## src/rtl/rshift_sched_if.sv

```systemverilog
// -----------------------------------------------------------------------------
// rshift_sched_if
//   Bundles the request and result handshakes of the rounding-shift scheduler.
//
//   req_valid [NUM_REQ]     per-requester operand valid
//   req_ready [NUM_REQ]     per-requester accept (one-hot or zero)
//   req_data  [32*NUM_REQ]  signed dividends, requester i at [32*i +: 32]
//   req_exp   [6*NUM_REQ]   unsigned shift exponents, requester i at [6*i +: 6]
//   out_valid / out_ready   result handshake
//   out_data  [32]          signed rounded quotient
//   out_id    [ID_W]        requester that produced out_data
//   busy                    any pipeline stage occupied
//
//   master : the requester/consumer side (drives operands, accepts results)
//   slave  : the scheduler side
// -----------------------------------------------------------------------------
interface rshift_sched_if #(
  parameter int NUM_REQ = 4,
  parameter int ID_W    = 2
);

  logic [NUM_REQ-1:0]    req_valid;
  logic [NUM_REQ-1:0]    req_ready;
  logic [32*NUM_REQ-1:0] req_data;
  logic [6*NUM_REQ-1:0]  req_exp;
  logic                  out_valid;
  logic                  out_ready;
  logic [31:0]           out_data;
  logic [ID_W-1:0]       out_id;
  logic                  busy;

  modport master (
    output req_valid,
    output req_data,
    output req_exp,
    output out_ready,
    input  req_ready,
    input  out_valid,
    input  out_data,
    input  out_id,
    input  busy
  );

  modport slave (
    input  req_valid,
    input  req_data,
    input  req_exp,
    input  out_ready,
    output req_ready,
    output out_valid,
    output out_data,
    output out_id,
    output busy
  );

endinterface

```

## src/rtl/rshift_sched.sv

```systemverilog
// -----------------------------------------------------------------------------
// rshift_sched
//   Round-robin scheduler in front of a shared 2-stage rounding
//   divide-by-2^exp unit. Requesters offer a signed 32-bit value plus a 6-bit
//   exponent; one winner per cycle enters stage 1, stage 2 holds the rounded
//   quotient and drives the result port directly from registers.
//
//   Rounding: midpoints round away from zero; exponents 32..63 act as 31.
//
// Ports
//   clk  : clock, rising edge
//   rst  : asynchronous, active-high reset
//   bus  : rshift_sched_if.slave (request ports, result port, busy)
// -----------------------------------------------------------------------------
module rshift_sched #(
  parameter int NUM_REQ = 4,
  parameter int ID_W    = 2
) (
  input  logic          clk,
  input  logic          rst,
  rshift_sched_if.slave bus
);

  // Stage-1 payload: raw dividend, clamped exponent, requester tag.
  typedef struct packed {
    logic [31:0]     data;
    logic [4:0]      exp;
    logic [ID_W-1:0] id;
  } s1_entry_t;

  // ---------------------------------------------------------------------------
  // State
  // ---------------------------------------------------------------------------
  logic [ID_W-1:0] rr_ptr;
  logic            s1_valid;
  s1_entry_t       s1;
  logic            s2_valid;
  logic [31:0]     s2_data;
  logic [ID_W-1:0] s2_id;

  // ---------------------------------------------------------------------------
  // Pipeline flow control
  // ---------------------------------------------------------------------------
  logic s2_open;   // stage 2 loads this cycle (empty or draining)
  logic s1_open;   // stage 1 can take a new request this cycle
  logic accept;    // a request transfer happens at the next edge

  assign s2_open = !s2_valid || bus.out_ready;
  assign s1_open = !s1_valid || s2_open;

  // ---------------------------------------------------------------------------
  // Round-robin arbitration
  //   Scan downward so the last hit is the lowest index. hi_* tracks the
  //   lowest valid index at or above rr_ptr, lo_* the lowest valid overall;
  //   falling back to lo_* implements the wrap-around.
  // ---------------------------------------------------------------------------
  logic            hi_found;
  logic            lo_found;
  logic [ID_W-1:0] hi_idx;
  logic [ID_W-1:0] lo_idx;
  logic            grant_found;
  logic [ID_W-1:0] grant_idx;

  // NOTE: every always_comb output gets a default before any branch; a path
  // that leaves a variable unassigned would infer a latch.
  always_comb begin
    hi_found = 1'b0;
    lo_found = 1'b0;
    hi_idx   = '0;
    lo_idx   = '0;
    for (int i = NUM_REQ - 1; i >= 0; i--) begin
      if (bus.req_valid[i]) begin
        lo_found = 1'b1;
        lo_idx   = ID_W'(i);
        if (ID_W'(i) >= rr_ptr) begin
          hi_found = 1'b1;
          hi_idx   = ID_W'(i);
        end
      end
    end
    grant_found = hi_found || lo_found;
    grant_idx   = hi_found ? hi_idx : lo_idx;
  end

  // Nothing is accepted while reset is held, so req_ready reads zero in reset.
  assign accept = grant_found && s1_open && !rst;

  always_comb begin
    bus.req_ready = '0;
    for (int i = 0; i < NUM_REQ; i++) begin
      bus.req_ready[i] = accept && (grant_idx == ID_W'(i));
    end
  end

  // ---------------------------------------------------------------------------
  // Operand select and exponent clamp
  // ---------------------------------------------------------------------------
  logic [31:0] sel_data;
  logic [5:0]  sel_exp;
  logic [4:0]  sel_exp_clamped;

  always_comb begin
    sel_data = '0;
    sel_exp  = '0;
    for (int i = 0; i < NUM_REQ; i++) begin
      if (grant_idx == ID_W'(i)) begin
        sel_data = bus.req_data[32*i +: 32];
        sel_exp  = bus.req_exp[6*i +: 6];
      end
    end
    // Any exponent >= 32 shifts every magnitude to 0 or 1, same as 31.
    sel_exp_clamped = sel_exp[5] ? 5'd31 : sel_exp[4:0];
  end

  // ---------------------------------------------------------------------------
  // Rounding divide (between stage 1 and stage 2)
  //   Work on the 33-bit magnitude so -2^31 negates cleanly, add half an LSB
  //   of the result, shift, then restore the sign. For e = 0 the half term is
  //   zero and the value passes through unchanged.
  // ---------------------------------------------------------------------------
  logic        x_neg;
  logic [32:0] x_mag;
  logic [32:0] half;
  logic [32:0] rounded_mag;
  logic [32:0] signed_res;
  logic [31:0] round_res;
  logic        sign_unused;

  always_comb begin
    x_neg       = s1.data[31];
    x_mag       = x_neg ? (33'd0 - {1'b1, s1.data}) : {1'b0, s1.data};
    half        = (s1.exp == 5'd0) ? 33'd0 : (33'd1 << (s1.exp - 5'd1));
    rounded_mag = (x_mag + half) >> s1.exp;
    signed_res  = x_neg ? (33'd0 - rounded_mag) : rounded_mag;
    round_res   = signed_res[31:0];
  end

  // The result always fits in 32 bits signed; bit 32 is only sign extension.
  assign sign_unused = signed_res[32];

  // ---------------------------------------------------------------------------
  // Round-robin pointer
  // ---------------------------------------------------------------------------
  // NOTE: sequential state is written with non-blocking assignments so every
  // register samples pre-edge values regardless of process ordering.
  always_ff @(posedge clk or posedge rst) begin
    if (rst) begin
      rr_ptr <= '0;
    end else if (accept) begin
      rr_ptr <= (grant_idx == ID_W'(NUM_REQ - 1)) ? '0 : grant_idx + 1'b1;
    end
  end

  // ---------------------------------------------------------------------------
  // Stage 1: registered operand
  // ---------------------------------------------------------------------------
  // NOTE: the payload registers are reset along with the valid flags because
  // the result port must read all-zero in reset; a true storage array would
  // be left unreset and qualified by its valid bits instead.
  always_ff @(posedge clk or posedge rst) begin
    if (rst) begin
      s1_valid <= 1'b0;
      s1       <= '0;
    end else if (s1_open) begin
      // Either stage 1 was empty or its entry moves on; refill or go empty.
      s1_valid <= accept;
      if (accept) begin
        s1.data <= sel_data;
        s1.exp  <= sel_exp_clamped;
        s1.id   <= grant_idx;
      end
    end
  end

  // ---------------------------------------------------------------------------
  // Stage 2: registered result, drives the output port
  // ---------------------------------------------------------------------------
  always_ff @(posedge clk or posedge rst) begin
    if (rst) begin
      s2_valid <= 1'b0;
      s2_data  <= '0;
      s2_id    <= '0;
    end else if (s2_open) begin
      // Loading only when empty or draining keeps the result stable under
      // backpressure.
      s2_valid <= s1_valid;
      if (s1_valid) begin
        s2_data <= round_res;
        s2_id   <= s1.id;
      end
    end
  end

  assign bus.out_valid = s2_valid;
  assign bus.out_data  = s2_data;
  assign bus.out_id    = s2_id;
  assign bus.busy      = s1_valid || s2_valid;

endmodule

```

## src/flat_wrapper.sv

```systemverilog
// flat-port wrapper written by rule: the top's interface ports become plain ports
module rshift_sched_flat 
#(
  parameter int NUM_REQ = 4,
  parameter int ID_W    = 2
)
  (clk, rst, bus_req_valid, bus_req_data, bus_req_exp, bus_out_ready, bus_req_ready, bus_out_valid, bus_out_data, bus_out_id, bus_busy);
  rshift_sched_if #(.NUM_REQ(NUM_REQ), .ID_W(ID_W)) bus_i ();
  input  logic clk;
  input  logic rst;
  input wire logic [$bits(bus_i.req_valid)-1:0] bus_req_valid;
  input wire logic [$bits(bus_i.req_data)-1:0] bus_req_data;
  input wire logic [$bits(bus_i.req_exp)-1:0] bus_req_exp;
  input wire logic [$bits(bus_i.out_ready)-1:0] bus_out_ready;
  output wire logic [$bits(bus_i.req_ready)-1:0] bus_req_ready;
  output wire logic [$bits(bus_i.out_valid)-1:0] bus_out_valid;
  output wire logic [$bits(bus_i.out_data)-1:0] bus_out_data;
  output wire logic [$bits(bus_i.out_id)-1:0] bus_out_id;
  output wire logic [$bits(bus_i.busy)-1:0] bus_busy;
  assign bus_i.req_valid = bus_req_valid;
  assign bus_i.req_data = bus_req_data;
  assign bus_i.req_exp = bus_req_exp;
  assign bus_i.out_ready = bus_out_ready;
  assign bus_req_ready = bus_i.req_ready;
  assign bus_out_valid = bus_i.out_valid;
  assign bus_out_data = bus_i.out_data;
  assign bus_out_id = bus_i.out_id;
  assign bus_busy = bus_i.busy;
  rshift_sched #(.NUM_REQ(NUM_REQ), .ID_W(ID_W)) u_core (.clk(clk), .rst(rst), .bus(bus_i));
endmodule
```

## config.mk

```make
export PLATFORM = sky130hd
export DESIGN_NAME = rshift_sched_flat
export DESIGN_NICKNAME = d
export VERILOG_FILES = /design/src/rtl/rshift_sched_if.sv /design/src/rtl/rshift_sched.sv /design/src/flat_wrapper.sv
export SDC_FILE = /design/constraint.sdc
export NUM_CORES = 1
export LEC_CHECK = 0
export BUFFER_PORTS_ARGS = -buffer_cell sky130_fd_sc_hd__buf_2
export CAP_MARGIN = 40
export CORE_MARGIN = 2
export CORE_UTILIZATION = 29
export DETAILED_ROUTE_END_ITERATION = 8
export GPL_TIMING_DRIVEN = 0
export PLACE_DENSITY = 0.51
export SYNTH_ARGS = -nofsm -noshare
export SYNTH_HDL_FRONTEND = slang
export SYNTH_SLANG_ARGS = --single-unit
export TNS_END_PERCENT = 10
```

## constraint.sdc

```tcl
create_clock -name clk -period 6.34 [get_ports clk]
set_input_delay 0 -clock clk [delete_from_list [all_inputs] [get_ports clk]]
set_output_delay 0 -clock clk [all_outputs]
set_load 0.02 [all_outputs]
```

[After elaboration in Yosys (flattened, before gate mapping)]
Index checks and enable logic that the tools add are counted.
Storage, ports and cells
  bits in registers: 77
  bits of input ports: 159
  logic and storage cells: 77
Cells by class
  add/sub/neg operators: 5
  order comparisons: 4
  equal/unequal tests: 3
  shifts and indexed selects: 2
  multiplexer cells: 38
  reduce and logical (&&, ||, !) cells: 17
Operators by type and width (number)
  $mux W32: 5
  $mux W33: 2
  $add A33 B33 Y33: 1
  $shl A1 B5 Y33 const A: 1
  $shr A33 B5 Y32: 1
  $sub A1 B33 Y33 const A: 1
  $sub A1 B32 Y32 const A: 1
  $mux W2: 14
  $mux W6: 4
  $mux W1: 12
  $logic_and A1 B1 Y1: 6
  $logic_not A5 Y1: 1
  $mux W5: 1
  $sub A5 B1 Y5 const B: 1
  $eq A2 B2 Y1 const B: 2
  $ge A1 B2 Y1 const A: 2
  $ge A2 B2 Y1 const A: 2
  $logic_or A1 B1 Y1: 4
  $reduce_and A2 Y1: 2
  $logic_not A1 Y1: 3
  $add A2 B1 Y2 const B: 1
  $eq A2 B1 Y1 const B: 1
  $logic_not A2 Y1: 1

[Logic depth before layout (Yosys ltp)]
  depth after elaboration: 16
  depth in mapped cells: 26

[Worst setup path before layout]
Ideal clock, no wire load.
  kind: flip-flop to flip-flop
  start: register u_core.s1[20] in the netlist's numbering
  end: register u_core.s2_data[19], in the netlist u_core.bus.out_data[19]
  setup time: 132 ps
  data arrival time: 6376 ps
  data required time: 6208 ps
  path slack: -168 ps
  cell stages (with the launch flop): 26
  buffers on the path: 3
  cell sequence: dfrtp_1 > or4_1 > or4_1 > or2_2 > or4_1 > or3_1 > o41ai_1 > xnor2_1 > ha_1 > clkbuf_1 > a211oi_1 > o21ai_0 > o21ai_0 > nand2_1 > o211a_1 > a22oi_1 > and3_1 > clkbuf_1 > a22o_1 > o21ai_1 > nor4b_2 > nand2b_1 > buf_2 > o41ai_2 > xor2_1 > o21ai_1
Between the ends
  cells in the longest elaborated chain, start to end: 6
RTL lines
  from (decl): line rshift_sched.sv:36  | s1_entry_t s1;
  $sub A1 B33 Y33: line rshift_sched.sv:131  | x_mag = x_neg ? (33'd0 - {1'b1, s1.data}) : {1'b0, s1.data};
  $mux W33 (*): line rshift_sched.sv:131
  $add A33 B33 Y33 (*): line rshift_sched.sv:133  | rounded_mag = (x_mag + half) >> s1.exp;
  $shr A33 B5 Y32 (*): line rshift_sched.sv:133
  $sub A1 B32 Y32: line rshift_sched.sv:134  | signed_res = x_neg ? (33'd0 - rounded_mag) : rounded_mag;
  $mux W32 (*): line rshift_sched.sv:134
  to (signal assigned): line rshift_sched.sv:188  | s2_data <= round_res;
  to (decl): line rshift_sched.sv:38  | logic [31:0] s2_data;
Mark *: on every way between the ends. The rest lies on a longest branch, timed or not.
A chain may end at the register's enable or synchronous reset.

[Worst setup path after layout]
  start: register u_core.s1[20] in the netlist's numbering
  end: register u_core.s2_data[31], in the netlist u_core.bus.out_data[31]
The elaborated chain is that of the path after synthesis.

==> results.py <==
metrics = {
    "sta": {
        "period_needed_ns": 6.87,
        "maxSlewHeadroom": 0.449,
        "finalWorstSetupSlack_ns": -0.528,
        "setup_viol": 29,
        "hold_violations": 0,
        "skew_ns": 0.00939,
        "rsz0062_at_grt": "true",
        "max_slew.worst_pin.slew_ns": 0.826,
        "timing.final.crit_share": 1.08,
        "max_freq_ghz": 0.146,
        "slew_violations": 0,
    },
    "cts": {
        "cts_tree": "built",
        "htreeDepth": 3,
        "cts-root-buf": "clkbuf_16",
        "clk_pin_slew_ns": 0.07,
        "clkSinkCount": 77,
        "cts_buffers": 9,
        "clk_path_buf_depth": 2,
        "clk_latency_ns": 0.36,
    },
    "yosys": {
        "syn_nets": 1653,
        "synthAdderAreaFrac": 0.0481,
        "ys_seq_area_frac": 0.187,
        "postSynthCellCount": 1455,
        "synth_top_family_by_area": "compound AO/OA/AOI/OAI gates",
        "ys_ff_latch": 77,
        "synth_area_sq_um": 10300,
        "synthXorXnorAreaFrac": 0.0663,
        "avgSynthCellArea_sq_um": 7.08,
        "synth_ff_type": "dfrtp_1",
        "yosysUniqueCellTypes": 101,
        "synth_edf_count": 0,
        "yosysWarnings": 0,
        "synthSimpleGateAreaFrac": 0.262,
        "synth_mux_area_frac": 0.0374,
        "async_reset_ff_frac": 1.00,
        "synth_compound_area_frac": 0.352,
    },
    "global_routing": {
        "overflow": 0,
        "grt_pass1_vias": 12400,
        "grtUsageTotal": 0.254,
        "grt_pass1_wl_microns": 71900,
        "antenna_found_initial": 1,
        "grt_start_max_net_pins": 41,
    },
    "placed_design": {
        "port_buffers": 198,
        "dp_hpwl_microns": 38400,
        "dp_cells": 2118,
        "place.gp.congestion": 1.02,
    },
    "hold_path": {
        "min_path_cells": 5,
        "hp-class": "primary input to flip-flop",
        "min_to": "u_core.s1[38]",
        "holdCritStartpoint": "bus_req_data[127]",
    },
    "final_layout": {
        "layout-drive-gt1-share": 0.269,
        "nFillCells": 3805,
        "area.sequential_sq_um": 1930,
        "multiInputGateArea_sq_um": 8650,
        "final_cells": 2210,
        "final_nets": 1941,
        "area_growth_pct": 33.6,
        "final_cell_mix": "buf_2 (217), nor2_1 (188), nand2_1 (188)",
        "final_common_cell": "buf_2",
    },
    "worst_setup_path": {
        "critical-path-max-stage-delay_ns": 0.56,
        "slowest_stage": "or4_4",
        "reg2reg_to": "u_core.bus.out_data[31]",
        "cp_max_fo": 5,
        "arrival_ns": 7.11,
        "cp_num_cells": 24,
        "cp-start-kind": "flip-flop",
        "crit_type": "flip-flop to flip-flop",
        "end_kind": "flip-flop",
        "required_ns": 6.58,
        "critical_path_buf_inv_count": 2,
        "r2r_setup_slack_ns": -0.53,
        "critical_path.top_delay_family": "simple AND/OR/NAND/NOR gates",
        "path_cells": "or4_4, or4_4, or2_4, or4_4, or3_4, o21ai_1, xnor2_2, ha_1, a21oi_2, o21ai_1, a221oi_2, and3b_2, a221oi_4, buf_4, a22oi_2, nand3_2, and2_4, a221oi_4, and3_4, nand3_4, buf_6, o41ai_2, xor2_1, o21ai_1",
        "ff2ff_path_depth": 24,
        "regToRegStartpoint": "u_core.s1[20]",
    },
    "die": {
        "core_area_sq_um": 35300,
        "core.rowCount": 69,
        "pin_count": 199,
        "die_area_sq_um": 37100,
        "die_height_microns": 193,
        "start_util": 0.292,
        "die-width_microns": 193,
    },
    "drt": {
        "ant_nets": 0,
        "first_pass_iters": 6,
        "drt_iter0_drc": 994,
        "vias": 12800,
        "wirelength_microns": 47500,
        "wl_per_cell_microns": 21.5,
        "via_per_inst": 5.81,
        "drcViolationCount": 0,
    },
    "flow_run": {
        "maxCapViolCount": 0,
    },
    "status": {
        "violations": "negative setup slack",
        "status": "finished, violations left",
    },
}
[stage by stage]
stage	hold WS (ns)	util	setup WS, ns	area [sq um]	TNS (ns)
after CTS	0.00187	0.381	-0.452	13500	-9.20
after global routing	0.0279	0.390	-0.729	13800	-17.01
after floorplan	0.112	-	-0.000962	10400	-0.000962
after detailed placement	0.0817	0.339	-1.56	12000	-41.24
after global placement	0.225	0.338	-1.62	11900	-43.28
final	0.0139	0.390	-0.528	13800	-10.30
[kinds of logic (layout without fill, tap and decap cells)]
| logic type | after synthesis | after routing |
|---|---|---|
| and+or+nand+nor | 575 | 575 |
| AOI/OAI and AO/OA | 532 | 532 |
| buffers and inverters | 123 | 416 |
| xor gates and xnor gates | 78 | 78 |
| DFF | 77 | 77 |
| adders and majority gates | 39 | 39 |
| muxes | 30 | 30 |
| other | 1 | 2 |
[per-layer routing]
metal | track usage | share of wire | vias up
li1 | - | - | 6009
met1 | 0.322 | 0.42 | 6109
met2 | 0.426 | 0.47 | 601
met3 | 0.0296 | 0.063 | 119
met4 | 0.128 | 0.049 | 0
met5 | 0 | 0 | -
[sequential cells by signal, summed over array words and instances, names as in the netlist]
register / count
u_core.bus.out_valid: 1
u_core.s1: 39
u_core.rr_ptr: 2
u_core.bus.out_data: 32
u_core.s1_valid: 1
u_core.bus.out_id: 2
[area by class of cell]
type / count / share of cell area
clock buffers: 10 / 0.0166
multi-input cells: 1255 / 0.628
well taps: 461 / 0.0419
plain buffers: 97 / 0.0314
repair buffers: 282 / 0.126
flip-flops and latches: 77 / 0.140
diodes: 1 / 0.000182
clock inverters: 6 / 0.00972
inverters: 21 / 0.00590
[how the worst max path moves through the flow]
stage                         endpoint     startpoint
6_report       u_core.bus.out_data[31]  u_core.s1[20]
5_1_grt        u_core.bus.out_data[30]  u_core.s1[13]
4_1_cts        u_core.bus.out_data[30]  u_core.s1[20]
3_5_place_dp   u_core.bus.out_data[14]  u_core.s1[19]
3_3_place_gp   u_core.bus.out_data[10]  u_core.s1[20]
2_1_floorplan  u_core.bus.out_data[30]  u_core.s1[20]
[worst register-to-register path, stage by stage (launching register included)]
cell and delay (ns):
dfrtp_1 0.40, or4_4 0.57, or4_4 0.43, or2_4 0.24, or4_4 0.43, or3_4 0.39, o21ai_1 0.22, xnor2_2 0.19
ha_1 0.35, a21oi_2 0.21, o21ai_1 0.15, a221oi_2 0.38, and3b_2 0.29, a221oi_4 0.11, buf_4 0.20, a22oi_2 0.22
nand3_2 0.15, and2_4 0.23, a221oi_4 0.38, and3_4 0.27, nand3_4 0.10, buf_6 0.16, o41ai_2 0.37, xor2_1 0.21
o21ai_1 0.08
[Yosys cell counts, types with 9 or more instances]
cell type | count | area share
nand4_1 | 16 | 0.0097
or4_1 | 10 | 0.0073
o211ai_1 | 17 | 0.012
mux2i_1 | 16 | 0.016
nor4_1 | 12 | 0.0073
o21ai_0 | 118 | 0.057
buf_1 | 12 | 0.0044
nand3_1 | 36 | 0.017
a211oi_1 | 13 | 0.0095
xor2_1 | 25 | 0.021
a21oi_1 | 134 | 0.065
o21ai_1 | 21 | 0.010
and4_1 | 9 | 0.0076
dfrtp_1 | 77 | 0.19
a21o_1 | 10 | 0.0073
or3_1 | 11 | 0.0067
o31ai_1 | 20 | 0.015
xnor2_1 | 53 | 0.045
a221oi_1 | 10 | 0.0085
ha_1 | 38 | 0.046
a22oi_1 | 58 | 0.042
clkbuf_1 | 72 | 0.026
buf_2 | 17 | 0.0083
and2_1 | 13 | 0.0079
nor3_1 | 31 | 0.015
or2_2 | 9 | 0.0055
o21a_1 | 12 | 0.0087
nor2_1 | 193 | 0.070
inv_1 | 17 | 0.0062
nand2_1 | 190 | 0.069
[repair_timing]
| action | in CTS | in global routing |
|---|---|---|
| gates resized for setup | 109 | 61 |
| hold buffers | 32 | 0 |
| hold endpoints to repair | 67 | 0 |
| cloned | 1 | 0 |
| setup buffers | 40 | 7 |
| pin swaps | 47 | 22 |
| setup endpoints to repair | 32 | 31 |
Power is left out: the tool's default activity adds up to more than one toggle a clock period on the data nets, which glitch-free logic cannot reach.
